--- src/rtl/fp_div.sv ---
// Multi-cycle IEEE-754 divider for single and half precision operands.
// Uses a radix-2 restoring mantissa divider that produces one quotient bit per clock.
module fp_div #(
    parameter logic [31:0] NAN32 = 32'h7FC00000,
    parameter logic [15:0] NAN16 = 16'h7E00
) (
    input  logic        clk,
    input  logic        reset,
    input  logic        start,
    input  logic [31:0] a,
    input  logic [31:0] b,
    input  logic        precision,
    output logic        busy,
    output logic        done,
    output logic [31:0] result,
    output logic        overflowFlag,
    output logic        divZeroFlag
);

    typedef enum logic [2:0] {
        IDLE,
        CHECK,
        DIV,
        NORM,
        DONE
    } state_t;

    localparam logic [4:0] LAST_ITER = 5'd24;

    state_t      state;
    logic [31:0] a_q;
    logic [31:0] b_q;
    logic        prec_q;
    logic        sign_q;
    logic [7:0]  ea_q;
    logic [7:0]  eb_q;
    logic [23:0] mb_q;
    logic [24:0] r_q;
    logic [24:0] q_q;
    logic [4:0]  cnt;

    // Half operands are widened to the single layout so one classifier and divider serve both.
    function automatic logic [31:0] widen(input logic [31:0] x, input logic single);
        logic [7:0] e;
        if (single) begin
            widen = x;
        end else begin
            case (x[14:10])
                5'd0:    e = 8'd0;
                5'd31:   e = 8'd255;
                default: e = {3'b000, x[14:10]} + 8'd112;
            endcase
            widen = {x[15], e, x[9:0], 13'b0};
        end
    endfunction

    function automatic logic [31:0] pack_inf(input logic s, input logic single);
        pack_inf = single ? {s, 8'hFF, 23'b0} : {16'b0, s, 5'h1F, 10'b0};
    endfunction

    function automatic logic [31:0] pack_zero(input logic s, input logic single);
        pack_zero = single ? {s, 31'b0} : {16'b0, s, 15'b0};
    endfunction

    logic [31:0] ua;
    logic [31:0] ub;
    logic        a_zero, a_inf, a_nan;
    logic        b_zero, b_inf, b_nan;
    logic        sign_w;

    assign ua     = widen(a_q, prec_q);
    assign ub     = widen(b_q, prec_q);
    assign a_zero = (ua[30:23] == 8'h00);
    assign b_zero = (ub[30:23] == 8'h00);
    assign a_inf  = (ua[30:23] == 8'hFF) && (ua[22:0] == 23'b0);
    assign b_inf  = (ub[30:23] == 8'hFF) && (ub[22:0] == 23'b0);
    assign a_nan  = (ua[30:23] == 8'hFF) && (ua[22:0] != 23'b0);
    assign b_nan  = (ub[30:23] == 8'hFF) && (ub[22:0] != 23'b0);
    assign sign_w = ua[31] ^ ub[31];

    logic        is_special;
    logic [31:0] spec_res;
    logic        spec_ovf;
    logic        spec_dz;

    // NOTE: every output of a combinational block gets a default first, so no path leaves it unassigned and no latch is inferred.
    always_comb begin
        is_special = 1'b1;
        spec_res   = 32'b0;
        spec_ovf   = 1'b0;
        spec_dz    = 1'b0;
        if (a_nan || b_nan || (a_zero && b_zero) || (a_inf && b_inf)) begin
            spec_res = prec_q ? NAN32 : {16'b0, NAN16};
            spec_ovf = 1'b1;
        end else if (a_inf) begin
            spec_res = pack_inf(sign_w, prec_q);
            spec_ovf = 1'b1;
        end else if (b_zero) begin
            spec_res = pack_inf(sign_w, prec_q);
            spec_ovf = 1'b1;
            spec_dz  = 1'b1;
        end else if (a_zero || b_inf) begin
            spec_res = pack_zero(sign_w, prec_q);
        end else begin
            is_special = 1'b0;
        end
    end

    logic        q_bit;
    logic [24:0] r_diff;
    logic [24:0] r_next;

    assign r_diff = r_q - {1'b0, mb_q};
    assign q_bit  = (r_q >= {1'b0, mb_q});
    assign r_next = q_bit ? (r_diff << 1) : (r_q << 1);

    logic signed [9:0] exp_s;
    logic signed [9:0] exp_h;
    logic [22:0]       frac_n;
    logic [31:0]       norm_res;
    logic              norm_ovf;

    // The quotient lies in [0.5, 2); a leading integer bit costs one position and bumps the exponent.
    always_comb begin
        exp_s    = {2'b00, ea_q} - {2'b00, eb_q} + (q_q[24] ? 10'd127 : 10'd126);
        exp_h    = exp_s - 10'sd112;
        frac_n   = q_q[24] ? q_q[23:1] : q_q[22:0];
        norm_res = 32'b0;
        norm_ovf = 1'b0;
        if (prec_q) begin
            if (exp_s >= 10'sd255) begin
                norm_res = pack_inf(sign_q, 1'b1);
                norm_ovf = 1'b1;
            end else if (exp_s <= 10'sd0) begin
                norm_res = pack_zero(sign_q, 1'b1);
            end else begin
                norm_res = {sign_q, exp_s[7:0], frac_n};
            end
        end else begin
            if (exp_h >= 10'sd31) begin
                norm_res = pack_inf(sign_q, 1'b0);
                norm_ovf = 1'b1;
            end else if (exp_h <= 10'sd0) begin
                norm_res = pack_zero(sign_q, 1'b0);
            end else begin
                norm_res = {16'b0, sign_q, exp_h[4:0], frac_n[22:13]};
            end
        end
    end

    // NOTE: sequential state uses non-blocking assignments only, so every register samples pre-edge values.
    always_ff @(posedge clk or negedge reset) begin
        if (!reset) begin
            state        <= IDLE;
            a_q          <= 32'b0;
            b_q          <= 32'b0;
            prec_q       <= 1'b0;
            sign_q       <= 1'b0;
            ea_q         <= 8'b0;
            eb_q         <= 8'b0;
            mb_q         <= 24'b0;
            r_q          <= 25'b0;
            q_q          <= 25'b0;
            cnt          <= 5'b0;
            busy         <= 1'b0;
            done         <= 1'b0;
            result       <= 32'b0;
            overflowFlag <= 1'b0;
            divZeroFlag  <= 1'b0;
        end else begin
            case (state)
                IDLE: begin
                    done <= 1'b0;
                    if (start) begin
                        a_q    <= a;
                        b_q    <= b;
                        prec_q <= precision;
                        busy   <= 1'b1;
                        state  <= CHECK;
                    end
                end
                CHECK: begin
                    if (is_special) begin
                        result       <= spec_res;
                        overflowFlag <= spec_ovf;
                        divZeroFlag  <= spec_dz;
                        done         <= 1'b1;
                        state        <= DONE;
                    end else begin
                        sign_q <= sign_w;
                        ea_q   <= ua[30:23];
                        eb_q   <= ub[30:23];
                        mb_q   <= {1'b1, ub[22:0]};
                        r_q    <= {2'b01, ua[22:0]};
                        q_q    <= 25'b0;
                        cnt    <= 5'b0;
                        state  <= DIV;
                    end
                end
                DIV: begin
                    q_q <= {q_q[23:0], q_bit};
                    r_q <= r_next;
                    cnt <= cnt + 5'd1;
                    if (cnt == LAST_ITER) begin
                        state <= NORM;
                    end
                end
                NORM: begin
                    result       <= norm_res;
                    overflowFlag <= norm_ovf;
                    divZeroFlag  <= 1'b0;
                    done         <= 1'b1;
                    state        <= DONE;
                end
                DONE: begin
                    done  <= 1'b0;
                    busy  <= 1'b0;
                    state <= IDLE;
                end
                default: begin
                    state <= IDLE;
                    busy  <= 1'b0;
                    done  <= 1'b0;
                end
            endcase
        end
    end

endmodule
--- config.mk ---
export PLATFORM = sky130hd
export DESIGN_NAME = fp_div
export DESIGN_NICKNAME = d
export VERILOG_FILES = /design/src/rtl/fp_div.sv
export SDC_FILE = /design/constraint.sdc
export NUM_CORES = 1
export LEC_CHECK = 0
export ABC_AREA = 1
export BUFFER_PORTS_ARGS = -buffer_cell sky130_fd_sc_hd__buf_2
export CAP_MARGIN = 20
export CORE_MARGIN = 2
export CORE_UTILIZATION = 35
export CTS_CLUSTER_DIAMETER = 120
export CTS_CLUSTER_SIZE = 25
export DETAILED_ROUTE_END_ITERATION = 10
export REMOVE_ABC_BUFFERS = 1
export SYNTH_ARGS = -nofsm -noshare
export SYNTH_HDL_FRONTEND = slang
export SYNTH_SLANG_ARGS = --single-unit
--- constraint.sdc ---
create_clock -name clk -period 4.16 [get_ports clk]
set_clock_uncertainty 0.05 [all_clocks]
set_input_delay 0.832 -clock clk [delete_from_list [all_inputs] [get_ports clk]]
set_output_delay 0.832 -clock clk [all_outputs]
set_load 0.01 [all_outputs]
* Word level (Yosys, flattened, before mapping)
Cells that the tools add are included.
** Operators by class
- $add $sub $neg :: 7
- Magnitude comparators :: 5
- Equal/unequal tests :: 12
- Mux-type cells :: 51
- Bitwise logic cells :: 4
- Reduce and logical (&&, ||, !) cells :: 29
** Operator list (number)
- $mux 32 :: 10
- $pmux 25 s2 :: 2
- $mux 31 :: 3
- $mux 25 :: 3
- $pmux 32 s2 :: 1
- $logic_not 23->1 :: 2
- $reduce_bool 23->1 :: 2
- $pmux 8 s2 :: 2
- $mux 15 :: 2
- $ge 25x24->1 :: 1
- $sub 24x24->24 :: 1
- $mux 23 :: 1
- $le 10x1->1 const B :: 2
- $mux 1 :: 17
- $add 5x7->8 const B :: 2
- $eq 8x8->1 const B :: 2
- $logic_not 8->1 :: 2
- $eq 5x5->1 const B :: 3
- $reduce_and 2->1 :: 7
- $pmux 3 s4 :: 1
- $add 9x8->10 :: 1
- $ge 10x6->1 const B :: 1
- $ge 10x9->1 const B :: 1
- $logic_not 5->1 :: 2
- 18 further kinds :: 37
** Word-level totals
- Register bits after elaboration :: 200
- Bits of input ports :: 68
- Output and inout port bits :: 36

* Logic depth before layout (Yosys ltp)
- Depth after elaboration :: 12
- Gate-level depth with buffers :: 24
- Depth with buffers taken out :: 24

* Least setup slack after synthesis
No wires, ideal clock.
- Path kind :: reg2reg
- Start point :: reg ea_q[0]
- End point :: reg result[8]
- Setup time :: 125 ps
- Arrival time :: 2762 ps
- Required time :: 3985 ps
- Path slack :: 1223 ps
- Stages on the path, launching flop included :: 24
- Period minus slack after synthesis :: 2937 ps
- Cell sequence :: dfrtp_1 > inv_1 > ha_1 > inv_1 > fa_1 > inv_1 > nand2_1 > a21oi_1 > nand3_1 > nor2_1 > nand2_1 > nand2_1 > inv_1 > ha_1 > nand2_1 > nand2_1 > nand2_1 > inv_1 > nor2_1 > nand2_2 > and2_1 > buf_6 > nand4_1 > nand3_1
** On the way
- Cells in the longest elaborated chain, start to end :: 8
- Elaborated cells between the ends (all ways) :: 13
** Ends and longest elaborated chain
- start, declared :: RTL line 35 : logic [7:0] ea_q;
- start signal, assigned :: RTL line 191 : ea_q <= ua[30:23];
- $sub 8x8->9 * :: RTL line 125 : exp_s = {2'b00, ea_q} - {2'b00, eb_q} + (q_q[24] ? 10'd127 : 10'd126);
- $add 9x8->10 * :: RTL line 125
- $sub 10x8->10 :: RTL line 126 : exp_h = exp_s - 10'sd112;
- $le 10x1->1 :: RTL line 143 : end else if (exp_h <= 10'sd0) begin
- $mux 15 :: RTL line 143
- $mux 15 :: RTL line 140 : if (exp_h >= 10'sd31) begin
- $mux 32 * :: RTL line 130 : if (prec_q) begin
- $pmux 32 s2 * :: RTL line 171 : case (state)
- end signal, assigned :: RTL line 184 : result <= spec_res;
- end signal, assigned :: RTL line 209 : result <= norm_res;
- end, declared :: RTL line 15 : output logic [31:0] result,
Mark *: on every way between the ends. The rest lies on a longest branch, timed or not.
A chain may end at the register's enable or synchronous reset.

* Worst setup path in the final report
Same ends and word-level chain as after synthesis.

==> impl_metrics.env <==
export IMPL_tritoncts="yes"
export IMPL_fp_row_count=66
export IMPL_setup_worst_path_start_class="flip-flop"
export IMPL_synth_compound_gate_area_share_pct=15.6
export IMPL_dp_final_hpwl_um=22100
export IMPL_portBuffers=103
export IMPL_place_inst=1988
export IMPL_first_iter_violations=611
export IMPL_cap_viol_max_count=0
export IMPL_path_max_fanout=15
export IMPL_root_buffer="clkbuf_16"
export IMPL_critPathKind="reg -> reg"
export IMPL_worst_pin_slew_ns=0.818
export IMPL_setup_viol=0
export IMPL_drc=0
export IMPL_yosys_cell_types_count=54
export IMPL_post_route_min_period_ns=3.55
export IMPL_seq_area_frac_synth_pct=43.0
export IMPL_routabilityCongestion=0.883
export IMPL_yosysWarnings=0
export IMPL_grt_use_total_pct=17.7
export IMPL_drt_wl_total_um=30200
export IMPL_final_cells=2020
export IMPL_synth_edf_count=0
export IMPL_fin_nets=1674
export IMPL_worstPathArrival_ns=3.88
export IMPL_rrSetupSlack_ns=0.61
export IMPL_via_count=9978
export IMPL_path_cells="inv_1 -> ha_1 -> inv_1 -> fa_1 -> inv_1 -> nand2_1 -> a21oi_1 -> nand3_1 -> nor2_1 -> nand2_1 -> nand2_1 -> inv_1 -> ha_1 -> inv_1 -> nor2_1 -> nand3_1 -> nand4_1 -> or2_2 -> nand3_1"
export IMPL_cts_hold_buf=0
export IMPL_timing_final_crit_share_pct=85.4
export IMPL_diodes=0
export IMPL_grt_pass1_wl_um=49700
export IMPL_syn2layout_area_growth_pct=13.2
export IMPL_worstRegToRegCells=19
export IMPL_syn_avg_cell_area_um2=7.82
export IMPL_synthMuxAreaShare_pct=3.76
export IMPL_slew_headroom_pct=45.4
export IMPL_hold_path_class="in -> async"
export IMPL_ys_seq_elements=200
export IMPL_rsz0062_at_grt="false"
export IMPL_postRouteAntennaNets=0
export IMPL_cp_common_cell="inv_1"
export IMPL_r2r_start="ea_q[0]$_DFFE_PN0P_"
export IMPL_synth_xor_area_share_pct=1.66
export IMPL_dieArea_um2=34700
export IMPL_grt_pass1_vias=9530
export IMPL_clk_pin_slew_ns=0.08
export IMPL_io_pins=104
export IMPL_post_cts_resized=0
export IMPL_syn_inst=1487
export IMPL_synth_top_family_by_area="simple AND/OR/NAND/NOR gates"
export IMPL_routed_via_density=4.94
export IMPL_finalHoldViolCount=0
export IMPL_synthesis_area_um2=11600
export IMPL_slew_viol_final=0
export IMPL_numCtsBuffers=17
export IMPL_post_cts_buffers=0
export IMPL_routedWlPerCell_um=14.9
export IMPL_dr_pass1_iters=5
export IMPL_grt_max_degree=97
export IMPL_antenna_found_initial=0
export IMPL_clk_latency_ns=0.45
export IMPL_die_h_um=186
export IMPL_fmax_ghz=0.282
export IMPL_htreeDepth=4
export IMPL_initial_utilization_pct=35.7
export IMPL_status="complete, no violations"
export IMPL_worst_setup_path_end_kind="flip-flop"
export IMPL_synth_ff_type="dfrtp_1"
export IMPL_die_w_um=186
export IMPL_synthSimpleGateAreaFrac_pct=22.7
export IMPL_cp_slowest_stage_delay_ns=0.50
export IMPL_final_layout_size_suffix_gt1_share_pct=14.1
export IMPL_clock_sinks=200
export IMPL_async_flop_share_pct=100
export IMPL_cpMaxStageDelayCell="or2_2"
export IMPL_synth_adder_area_share_pct=4.54
export IMPL_grt_ovfl_total=0
export IMPL_cts_buffer_depth=2
export IMPL_timing_rr_end="result[8]$_DFFE_PN0P_"
export IMPL_required_ns=4.49
export IMPL_core_area_um2=32600
==> cell families after synthesis <==
kind of cell / count (synthesis)
AND/OR/NAND/NOR: 632
flip-flops: 200
AO/OA/AOI/OAI: 316
XOR/XNOR: 22
multiplexers: 39
buffers and inverters: 237
adder cells (fa/ha/maj): 41
==> cells in the mapped netlist (all sizes together) (3+ instances only) <==
cell type | number | area (um^2)
a21oi | 91 | 470
a31oi | 10 | 68.8
buf | 35 | 249
clkbuf | 25 | 93.8
dfrtp | 200 | 5000
ha | 39 | 488
inv | 176 | 661
mux2 | 38 | 428
nand2 | 385 | 1470
nand3 | 69 | 360
nand3b | 6 | 45.0
nand4 | 25 | 156
nor2 | 124 | 480
nor3 | 11 | 55.1
nor4 | 3 | 18.8
o211ai | 12 | 105
o21ai | 144 | 721
o21bai | 14 | 105
o221ai | 6 | 77.6
o22ai | 25 | 156
or2 | 5 | 31.3
xnor2 | 8 | 70.1
xor2 | 14 | 123
==> layout by cell type, fill, tap and decap left out, drive strengths merged, types with 6 or more instances in the layout <==
cell	instances
dfrtp	200
nand3b	6
o211ai	12
nor3	11
a31oi	10
ha	39
mux2	38
o21ai	144
clkbuf	18
buf	118
o22ai	25
nand4	25
nand2	385
o21bai	14
xor2	14
nand3	69
nor2	124
inv	185
a21oi	91
xnor2	8
o221ai	6
==> final cells by class <==
class	instances	area, um^2
timing repair buffer	119	707
sequential	200	5010
clock inverter	15	176
inverter	177	664
tap	442	553
fill	3390	19500
clock buffer	17	425
multi-input combinational	1050	5630
==> through the flow <==
| stage | hold slack, ns | util [%] | instance area, um^2 | setup WS, ns | setup TNS, ns |
|---|---|---|---|---|---|
| after floorplan | 0.376 | - | 11300 | -0.853 | -50.16 |
| after global placement | 0.398 | 38.5 | 12600 | 0.690 | 0 |
| after detailed placement | 0.403 | 38.5 | 12600 | 0.601 | 0 |
| after CTS | 0.424 | 40.4 | 13200 | 0.577 | 0 |
| after global routing | 0.444 | 40.4 | 13200 | 0.211 | 0 |
| final | 0.406 | 40.4 | 13200 | 0.608 | 0 |
==> state kept, by name (all words and copies together) (netlist names), 5 cells and up <==
name,flops
b_q,32
result,32
cnt,5
ea_q,8
eb_q,8
mb_q,24
a_q,32
q_q,25
r_q,25
==> worst max-delay path by stage <==
stage | startpoint | to | slack [ns] | depth (start not counted)
2_1_floorplan | prec_q$_DFFE_PN0P_ | r_q[8]$_DFFE_PN0P_ | -0.85 | 14
3_3_place_gp | ea_q[0]$_DFFE_PN0P_ | result[8]$_DFFE_PN0P_ | 0.69 | 19
3_5_place_dp | ea_q[0]$_DFFE_PN0P_ | result[8]$_DFFE_PN0P_ | 0.60 | 19
4_1_cts | ea_q[0]$_DFFE_PN0P_ | result[8]$_DFFE_PN0P_ | 0.58 | 19
5_1_grt | ea_q[0]$_DFFE_PN0P_ | result[8]$_DFFE_PN0P_ | 0.21 | 19
6_report | ea_q[0]$_DFFE_PN0P_ | result[8]$_DFFE_PN0P_ | 0.61 | 19
==> critical path, delay by kind of cell, from the launching register on <==
family                     cells  cell delay (ns)
adders and majority gates      3             0.75
AOI/OAI and AO/OA              1             0.26
DFF                            1             0.37
buffers and inverters          5             0.34
and+or+nand+nor               10             1.70
==> routing by layer <==
layer	up-vias	share of wire, %	global-route usage, %
met1	4671	49	25.2
met4	0	1.2	4.40
met5	-	0	0
met2	228	45	28.3
li1	5062	-	-
met3	17	4.4	2.46
Power is not shown: default switching activity piles up to over one toggle a cycle in this logic, so the estimate is an artifact.
